==> config.mk <==
export PLATFORM = sky130hd
export DESIGN_NAME = data_request_queue
export DESIGN_NICKNAME = d
export VERILOG_FILES = /design/src/rtl/data_request_params.sv /design/src/rtl/request_fifo.sv /design/src/rtl/data_request_queue.sv
export SDC_FILE = /design/constraint.sdc
export NUM_CORES = 1
export LEC_CHECK = 0
export CAP_MARGIN = 20
export CORE_MARGIN = 3
export CORE_UTILIZATION = 40
export DETAILED_ROUTE_END_ITERATION = 16
export PLACE_DENSITY = 0.77
export SLEW_MARGIN = 20
export SYNTH_ARGS = -nofsm -noshare
export SYNTH_HDL_FRONTEND = slang
export SYNTH_SLANG_ARGS = --single-unit
==> constraint.sdc <==
create_clock -name clock -period 4.1 [get_ports clock]
set_input_delay 1.025 -clock clock [delete_from_list [all_inputs] [get_ports clock]]
set_output_delay 1.025 -clock clock [all_outputs]
set_load 0.01 [all_outputs]
==> src/rtl/data_request_params.sv <==
// data_request_params: size encodings and lane helpers shared by the data request queue.
package data_request_params;

    typedef enum logic [1:0] {
        SIZE_BYTE  = 2'd0,
        SIZE_HALF  = 2'd1,
        SIZE_WORD  = 2'd2,
        SIZE_DWORD = 2'd3
    } size_e;

    function automatic logic misaligned(input logic [1:0] size, input logic [2:0] addr);
        return size == SIZE_HALF ? addr[0] :
               size == SIZE_WORD ? |addr[1:0] :
               size == SIZE_DWORD ? |addr : 1'b0;
    endfunction

    // Helpers work at the widest bus; callers truncate to their own width.
    function automatic logic [63:0] replicate(input logic [1:0] size, input logic [63:0] data);
        return size == SIZE_BYTE ? {8{data[7:0]}} :
               size == SIZE_HALF ? {4{data[15:0]}} :
               size == SIZE_WORD ? {2{data[31:0]}} : data;
    endfunction

    function automatic logic [7:0] strobe(input logic [1:0] size, input logic [2:0] lane);
        return (size == SIZE_BYTE ? 8'h01 :
                size == SIZE_HALF ? 8'h03 :
                size == SIZE_WORD ? 8'h0f : 8'hff) << lane;
    endfunction

endpackage

==> src/rtl/request_fifo.sv <==
// request_fifo: circular FIFO with wrap-bit pointers and a synchronous clear.
module request_fifo #(
    parameter int WIDTH = 8,
    parameter int DEPTH = 4
) (
    input  logic             clock,
    input  logic             reset,
    input  logic             clear,
    input  logic             push,
    input  logic [WIDTH-1:0] push_data,
    input  logic             pop,
    output logic [WIDTH-1:0] head,
    output logic             full,
    output logic             empty
);
    localparam int AW = $clog2(DEPTH);

    logic [AW:0] wr_ptr, rd_ptr;
    logic [WIDTH-1:0] mem [DEPTH];

    always_ff @(posedge clock) begin
        if (reset || clear) begin
            wr_ptr <= '0;
            rd_ptr <= '0;
        end else begin
            if (push) wr_ptr <= wr_ptr + (AW+1)'(1);
            if (pop) rd_ptr <= rd_ptr + (AW+1)'(1);
        end
    end

    always_ff @(posedge clock) begin
        if (push) mem[wr_ptr[AW-1:0]] <= push_data;
    end

    assign head  = mem[rd_ptr[AW-1:0]];
    assign empty = wr_ptr == rd_ptr;
    assign full  = (wr_ptr[AW] != rd_ptr[AW]) && (wr_ptr[AW-1:0] == rd_ptr[AW-1:0]);

endmodule

==> src/rtl/data_request_queue.sv <==
// data_request_queue: buffers execute-stage memory requests, limits outstanding bus
// transactions and cancels responses belonging to flushed requests.
module data_request_queue
    import data_request_params::*;
#(
    parameter int DATA_WIDTH      = 32,
    parameter int DEPTH           = 4,
    parameter int MAX_OUTSTANDING = 2
) (
    input  logic                    clock,
    input  logic                    reset,
    input  logic                    in_valid,
    output logic                    in_ready,
    input  logic                    in_write,
    input  logic [1:0]              in_size,
    input  logic [31:0]             in_address,
    input  logic [DATA_WIDTH-1:0]   in_write_data,
    output logic                    in_address_error,
    input  logic                    flush,
    output logic                    data_ram_request,
    output logic                    data_ram_write,
    output logic [1:0]              data_ram_size,
    output logic [31:0]             data_ram_address,
    output logic [DATA_WIDTH-1:0]   data_ram_write_data,
    output logic [DATA_WIDTH/8-1:0] data_ram_write_strobe,
    input  logic                    data_ram_address_ready,
    input  logic                    data_ram_data_ok,
    input  logic [DATA_WIDTH-1:0]   data_ram_read_data,
    output logic                    resp_valid,
    output logic [DATA_WIDTH-1:0]   resp_data
);
    localparam int STRB_W    = DATA_WIDTH/8;
    localparam int LANE_BITS = $clog2(STRB_W);
    localparam int ENTRY_W   = 1 + 2 + 32 + DATA_WIDTH + STRB_W;
    localparam int OUT_W     = $clog2(MAX_OUTSTANDING + 1);

    logic [2:0]            lane;
    logic [DATA_WIDTH-1:0] rep_data;
    logic [STRB_W-1:0]     rep_strobe, head_strobe;
    logic [ENTRY_W-1:0]    head;
    logic                  push, pop, full, empty, ok_cancel, ok_live;
    logic [OUT_W-1:0]      outstanding, out_upd;
    logic [7:0]            cancel_count, cancel_upd;

    assign lane       = 3'(in_address[LANE_BITS-1:0]);
    assign rep_data   = DATA_WIDTH'(replicate(in_size, 64'(in_write_data)));
    assign rep_strobe = in_write ? STRB_W'(strobe(in_size, lane)) : '0;

    assign in_address_error = in_valid && (misaligned(in_size, in_address[2:0]) ||
                              (in_size == SIZE_DWORD && DATA_WIDTH != 64));
    assign in_ready = !full && !flush && !reset;
    assign push     = in_valid && in_ready && !in_address_error;

    request_fifo #(.WIDTH(ENTRY_W), .DEPTH(DEPTH)) u_fifo (
        .clock     (clock),
        .reset     (reset),
        .clear     (flush),
        .push      (push),
        .push_data ({in_write, in_size, in_address, rep_data, rep_strobe}),
        .pop       (pop),
        .head      (head),
        .full      (full),
        .empty     (empty)
    );

    assign {data_ram_write, data_ram_size, data_ram_address, data_ram_write_data, head_strobe} = head;
    assign data_ram_request      = !empty && outstanding < OUT_W'(MAX_OUTSTANDING) && !flush;
    assign data_ram_write_strobe = data_ram_request ? head_strobe : '0;
    assign pop                   = data_ram_request && data_ram_address_ready;

    // Responses are in order, so cancelled ones always arrive before live ones.
    assign ok_cancel  = data_ram_data_ok && cancel_count != 0;
    assign ok_live    = data_ram_data_ok && cancel_count == 0 && outstanding != 0;
    assign out_upd    = outstanding + OUT_W'(pop) - OUT_W'(ok_live);
    assign cancel_upd = cancel_count - 8'(ok_cancel);
    assign resp_valid = ok_live && !flush && !reset;
    assign resp_data  = data_ram_read_data;

    always_ff @(posedge clock) begin
        if (reset) begin
            outstanding  <= '0;
            cancel_count <= '0;
        end else if (flush) begin
            outstanding  <= '0;
            cancel_count <= cancel_upd + 8'(out_upd);
        end else begin
            outstanding  <= out_upd;
            cancel_count <= cancel_upd;
        end
    end

endmodule

==> run metrics, run 1 <==
Worst EP arrival=between 2000 and 3000 ps; Ant. Diodes=0; grt ovf=0; Num CTS Buffers=34; first-pass GRT wire length=between 30000 and 40000 microns; Min Hold Slack=525 ps; Critical Path RT=roughly 3100 ps; placer congestion estimate=around 0.81; critical path endpoint=in_ready; Worst-Skew Late Latency=approximately 490 ps; Post-synth EDFFs=284; antenna viol nets, final=0; GRT Util Overall=~15%; I/O pins=~210; CP most frequent cell=clkdlybuf4s50_1; placed cell count=about 1100; Root Buffer=clkbuf_16; startpoint types=input pin; post-cts gate resize count=0; post-synthesis register bit count=302; Worst setup EP type=output port; Core Area=about 0.029 sq mm; worst reg2reg endpoint=cancel_count[4]; area grow syn2layout=24.7%; Crit Reg-Reg Startpoint=cancel_count[2]; clock period minus worst slack=a little under 4000 ps; final total power=a little under 7 mW; Final Max Tran Viols=0; First-pass DRT Iterations=4; Switch Pwr=around 1.5 mW; status=completed; Max VDD drop=~0.26 mV; Worst path depth=6; Bufs and invs on worst path=4; Final Cycle Share=a little over nine tenths; cell family with most CP delay=buffers and inverters; switching part of the total=between 20% and 30%; Post-synth ARST share=0%; vias in the first global route=between 6000 and 7000; Netlist cell types=43; CTS tree=done; syn nets=a little over 700; via-per-instance ratio=between 5 and 6; die area=0.0323 sq mm; average size of a mapped cell=around 20 sq um; worst slew pin tran=around 770 ps; H-tree depth=2; HP Class=reg2reg; Residual DRC=0; fin util=about half; antenna violations before repair=0; HPWL after detailed placement=around 16000 microns; R2R cell count=15; largest net degree at the start of global routing=54; Cell Area, Placed=between 0.01 and 0.015 sq mm; part of the power in registers=50.3%; detailed-route via count=about 6000; Clk pwr share=between 40% and 50%; pre-CTS WS=about 110 ps; max_slew headroom=48.8%; critical path, cell by cell=clkdlybuf4s50_1, buf_4, or2_2, a31o_2, inv_1, clkdlybuf4s50_1; Crit path largest cell delay=approximately 520 ps; hold_buf cts=0; Worst Slack Setup Final=~180 ps; initial core utilization=around two fifths; die width=approximately 180 microns; Cell Pwr Density=between 400 and 500 mW/mm^2; reg2reg setup slack=around 500 ps; Post CTS Setup Buffer Count=0; Synthesis Warnings=0; top_reg_cell synth=edfxtp_1; Worst Skew=around 8.0 ps; TNS Setup=0 ps; Final Hold Vio Count=0; Post-Syn Instances=approximately 600; max cap viols=0; crit path from=flush; critical path's slowest cell=clkdlybuf4s50_1; Mapped Area=approximately 0.012 sq mm; clock transition at the registers of the reported paths=50 ps; buffer depth of the longest clock path=3; fmax=approximately 0.26 GHz; nets=between 800 and 900; final WL=roughly 24000 microns; setup violators final=0; hold path depth=1; WS Path Type=in2out; Final Cell Area=0.0151 sq mm; initial DRC count=approximately 360; drt wl/cell=around 21 microns; total clock sinks=302; leakage=about 4.8 nW; die height=180 microns; unrepaired setup endpoints after global routing=no; Int Pwr=about 5.4 mW; port buffer count=147; Core Rows=62; CP Max Fanout=10; non-filler cells, final=around 1200; layout cells sized above 1=between 20 and 25%; combinational share of power=between 8 and 9%; sequential fraction of the synthesis area=73.6%
==> kinds of logic after synthesis <==
family          count (synthesis)  synth area share (%)
flops                         302                  73.6
mux                            97                  15.6
simple gates                   77                  3.51
buf+inv                        67                  3.37
compound gates                 36                  1.82
xor+xnor                       12                 0.870
fa+ha+maj                      12                  1.30
==> how the worst min path moves through the flow <==
stage                                 from          endpoint
after floorplan           u_fifo.wr_ptr[2]  u_fifo.wr_ptr[2]
after global placement    u_fifo.wr_ptr[2]  u_fifo.wr_ptr[2]
after detailed placement  u_fifo.wr_ptr[2]  u_fifo.wr_ptr[2]
after CTS                 u_fifo.wr_ptr[2]  u_fifo.wr_ptr[2]
after global routing      u_fifo.wr_ptr[2]  u_fifo.wr_ptr[2]
final                     u_fifo.wr_ptr[2]  u_fifo.wr_ptr[2]
==> Yosys cell counts (all sizes together), types with 3 or more instances <==
cell / number / area share [%]
nand2: 18 / 0.56
ha: 11 / 1.1
xnor2: 8 / 0.58
xor2: 4 / 0.29
dfxtp: 18 / 3.0
mux2i: 10 / 0.83
o21ai: 14 / 0.58
mux2: 16 / 1.5
or3: 3 / 0.20
inv: 11 / 0.34
nor3b: 7 / 0.57
nor2: 16 / 0.50
nor3: 7 / 0.29
o31ai: 4 / 0.25
edfxtp: 284 / 71
nand3: 4 / 0.17
buf: 44 / 2.6
clkbuf: 12 / 0.46
o21a: 3 / 0.19
a21oi: 11 / 0.49
mux4: 71 / 13
nor2b: 4 / 0.21
and2: 12 / 0.63
==> worst reg2reg max path, stage by stage, from the launching register on <==
cell     delay, ps
dfxtp_1        380
or4_4          580
nor2_1         130
nand2_1        120
nor2_1         120
ha_1           230
inv_1           60
ha_1           150
xnor2_1        130
xnor2_1        150
fa_1           450
and2_1         170
or4_2          530
o21ai_0        110
xnor2_1        140
nor2_1          50
==> final cells by class <==
class	instances	area [sq um]
clock buffer	42	923
multi-input combinational	234	2800
timing repair buffer	172	1810
fill	2325	14200
sequential	302	8900
inverter	11	41.3
clock inverter	14	118
tap	384	480
==> power groups by stage <==
stage                     clock, mW  combinational [mW]  sequential, mW
after floorplan                   0               0.416            3.53
after global placement            0               0.593            3.54
after detailed placement          0               0.606            3.54
after CTS                      2.90               0.612            3.48
after global routing           3.03               0.675            3.49
final                          2.82               0.608            3.48
==> cells in the final DEF, fill, tap and decap left out, types with 12 or more instances in the layout <==
cell type	instances
nand2_1	18
buf_12	12
dfxtp_1	16
buf_4	13
mux2_2	16
clkbuf_16	36
clkdlybuf4s50_1	147
edfxtp_1	284
nor2_1	16
o21ai_0	14
mux4_2	71
==> flip-flops by register name (all words and copies together) (netlist names), named ones only <==
| signal | cells |
|---|---|
| u_fifo.rd_ptr | 3 |
| cancel_count | 8 |
| outstanding | 2 |
| u_fifo.wr_ptr | 3 |
| u_fifo.mem | 284 |
==> metal layers <==
| layer | global-route usage (%) | wire [microns] | share of wire, % |
|---|---|---|---|
| met3 | 3.82 | 1610 | 6.6 |
| met2 | 25.0 | 11900 | 49 |
| met4 | 4.49 | 579 | 2.4 |
| met1 | 19.4 | 10300 | 42 |
| met5 | 0 | 0 | 0 |
(Power assumes the default switching activity.)
==> run 2, diff against run 1 <==
ABC_AREA = 1   (was unset)
CORE_MARGIN = 5   (was 3)
==> run 2 against run 1 <==
Wire length is 16% higher. Clock skew up 16 ps. Largest power group unchanged. Synthesized cell count is 64% higher. Setup slack improved by 77 ps. Critical path type is now reg2out. Die area up 6.1%.
==> run metrics, run 2 <==
commonest non-fill, non-tap cell in the layout=edfxtp_1; post-cts gate resize count=0 (unchanged); top sig layer=met4; average size of a mapped cell=12.4 sq um (-38%); max_slew headroom=49.1% (+0.33 points); post-synth top area share=69.5% (-1.1 points); non-filler cells, final=1529 (+32%); Final Cycle Share=93.7% (-1.9 points); antenna viol nets, final=0 (unchanged); antenna violations before repair=0 (unchanged); Cell Area, Placed=0.0141 sq mm (+0.45%); Residual DRC=0 (unchanged); sequential fraction of the synthesis area=72.4% (-1.2 points); cell with the most instances after synthesis=edfxtp_1; leading cell types in the layout, fill and taps excluded=284 x edfxtp_1, 170 x nor2_1, 147 x clkdlybuf4s50_1, 142 x o21ai_0, 89 x nand2_1; post-synthesis register bit count=302 (unchanged); Num CTS Buffers=34 (unchanged); initial core utilization=40.3% (-0.97 points); Post-synth ARST share=0% (unchanged); Cell Pwr Density=466 mW/mm^2 (+1.5%); vias in the first global route=7921 (+24%); fmax=0.260 GHz (+2.0%); Worst-Skew Late Latency=530 ps (+40 ps); clock period minus worst slack=3840 ps (-76.6 ps); Post-Syn Instances=987 (+64%); Mapped Area=0.0123 sq mm (+1.6%); unrepaired setup endpoints after global routing=no; ranking of synthesized cells by area=edfxtp_1 69%, o21ai_0 5.8%, nor2_1 5.3%; worst slew pin tran=760 ps (-4.95 ps); via-per-instance ratio=5.25 (+1.4%); HP Class=reg2reg; startpoint types=flop; final WL=28400 microns (+16%); Final Hold Vio Count=0 (unchanged); Worst setup EP type=output port; commonest cells in the netlist=284 x edfxtp_1, 174 x nor2_1, 142 x o21ai_0, 89 x nand2_1, 67 x o22ai_1; H-tree depth=2 (unchanged); Worst Skew=24.1 ps (+16.2 ps); Crit Reg-Reg Startpoint=cancel_count[1]; WS Path Type=reg2out; status=completed; top_reg_cell synth=edfxtp_1; setup violators final=0 (unchanged); Post CTS Setup Buffer Count=0 (unchanged); nets=1226 (+41%); Critical Path RT=3070 ps (about the same); Core Rows=64 (+3.2%); area grow syn2layout=24.0%; Ant. Diodes=0 (unchanged); initial DRC count=660 (+82%); die area=0.0343 sq mm (+6.1%); clock transition at the registers of the reported paths=60 ps (about the same); first-pass GRT wire length=43400 microns (+15%); leakage=5.23 nW (+8.6%); placed cell count=1469 (+33%); DRT met1 WL=11800 microns (+15%); drt wl/cell=18.5 microns (-12%); Root Buffer=clkbuf_16; First-pass DRT Iterations=5 (+1); Netlist cell types=35 (-19%); GRT Util Overall=16.2% (+1.3 points); metal2 WL=13300 microns (+11%); placer congestion estimate=0.811 (+0.19%); Layout fillers=2562 (+10%); Max VDD drop=0.308 mV (+19%); grt ovf=0 (unchanged); die width=185 microns (+3.0%); Core Area=0.0304 sq mm (+4.0%); largest net degree at the start of global routing=59 (+9.3%); Post-synth EDFFs=284 (unchanged); met3 WL=2320 microns (+44%); Final Cell Area=0.0152 sq mm (+1.1%); Worst EP arrival=2820 ps (-70 ps); CTS tree=done; max reg flops=284 (unchanged); buffer depth of the longest clock path=3 (unchanged); port buffer count=147 (unchanged); area leader, netlist=edfxtp_1; I/O pins=212 (unchanged); Final Max Tran Viols=0 (unchanged); Synthesis Warnings=0 (unchanged); total clock sinks=302 (unchanged); detailed-route via count=8033 (+34%); die height=185 microns (+3.0%); max cap viols=0 (unchanged); hold_buf cts=0 (unchanged); syn nets=1104 (+53%); layout cells sized above 1=8.38% (-14 points); CP Max Fanout=51 (+41); HPWL after detailed placement=17900 microns (+15%); hold path start=u_fifo.rd_ptr[2]
==> run 2: kinds of logic (layout without fill, tap and decap cells) <==
| group | after synthesis | in the layout | synth area share, % |
|---|---|---|---|
| and+or+nand+nor | 303 | 303 | 10.1 |
| DFF | 302 | 302 | 72.4 |
| AOI/OAI and AO/OA | 244 | 244 | 10.8 |
| buffers and inverters | 118 | 264 | 4.92 |
| adders and majority gates | 12 | 12 | 1.28 |
| xor gates and xnor gates | 8 | 8 | 0.571 |
==> run 2: final timing paths <==
check / endpoint / slack [ps] / cells past startpoint
max reg2reg: cancel_count[6] / 1420 / 14
max: data_ram_write_data[25] / 260 / 5
min reg2reg: u_fifo.rd_ptr[2] / 530 / 2
min: u_fifo.rd_ptr[2] / 530 / 2
==> run 2: metal layers <==
metal  GRT usage (%)  vias to the layer above
li1                -                     3787
met1            21.8                     3862
met2            25.8                      298
met3            3.26                       86
met4            6.90                        0
met5               0                        -
==> run 2: critical path, stage by stage (launching register included) <==
cell             delay [ps]
dfxtp_4                 500
inv_4                   470
buf_4                   330
o21ai_0                 110
o22ai_1                 270
clkdlybuf4s50_1         600
==> run 2: report_power, final <==
| group | internal (mW) | switching (mW) | total [mW] |
|---|---|---|---|
| logic | 0.233 | 0.343 | 0.576 |
| clock network | 1.84 | 1.20 | 3.04 |
| registers | 3.43 | 0.0380 | 3.47 |
==> run 2: area by class of cell <==
cell class / count / area, sq um / area share (%)
inverter: 36 / 141 / 0.929
sequential: 302 / 8890 / 58.4
clock buffer: 35 / 855 / 5.61
clock inverter: 25 / 287 / 1.88
timing repair buffer: 168 / 1740 / 11.4
multi-input combinational: 567 / 2810 / 18.5
tap: 396 / 495 / 3.25
==> run 2: per-stage QoR <==
stage | util, % | total power, mW | setup TNS [ps] | worst slack (ps) | hold slack (ps)
finish | 50.0 | 7.09 | 0 | 258 | 528
global route | 50.0 | 7.35 | 0 | 90.1 | 579
CTS | 50.0 | 7.16 | 0 | 215 | 533
detailed placement | 46.3 | 4.11 | 0 | 344 | 524
global placement | 46.3 | 4.09 | 0 | 389 | 520
floorplan | - | 3.92 | -305640 | -1080 | 489
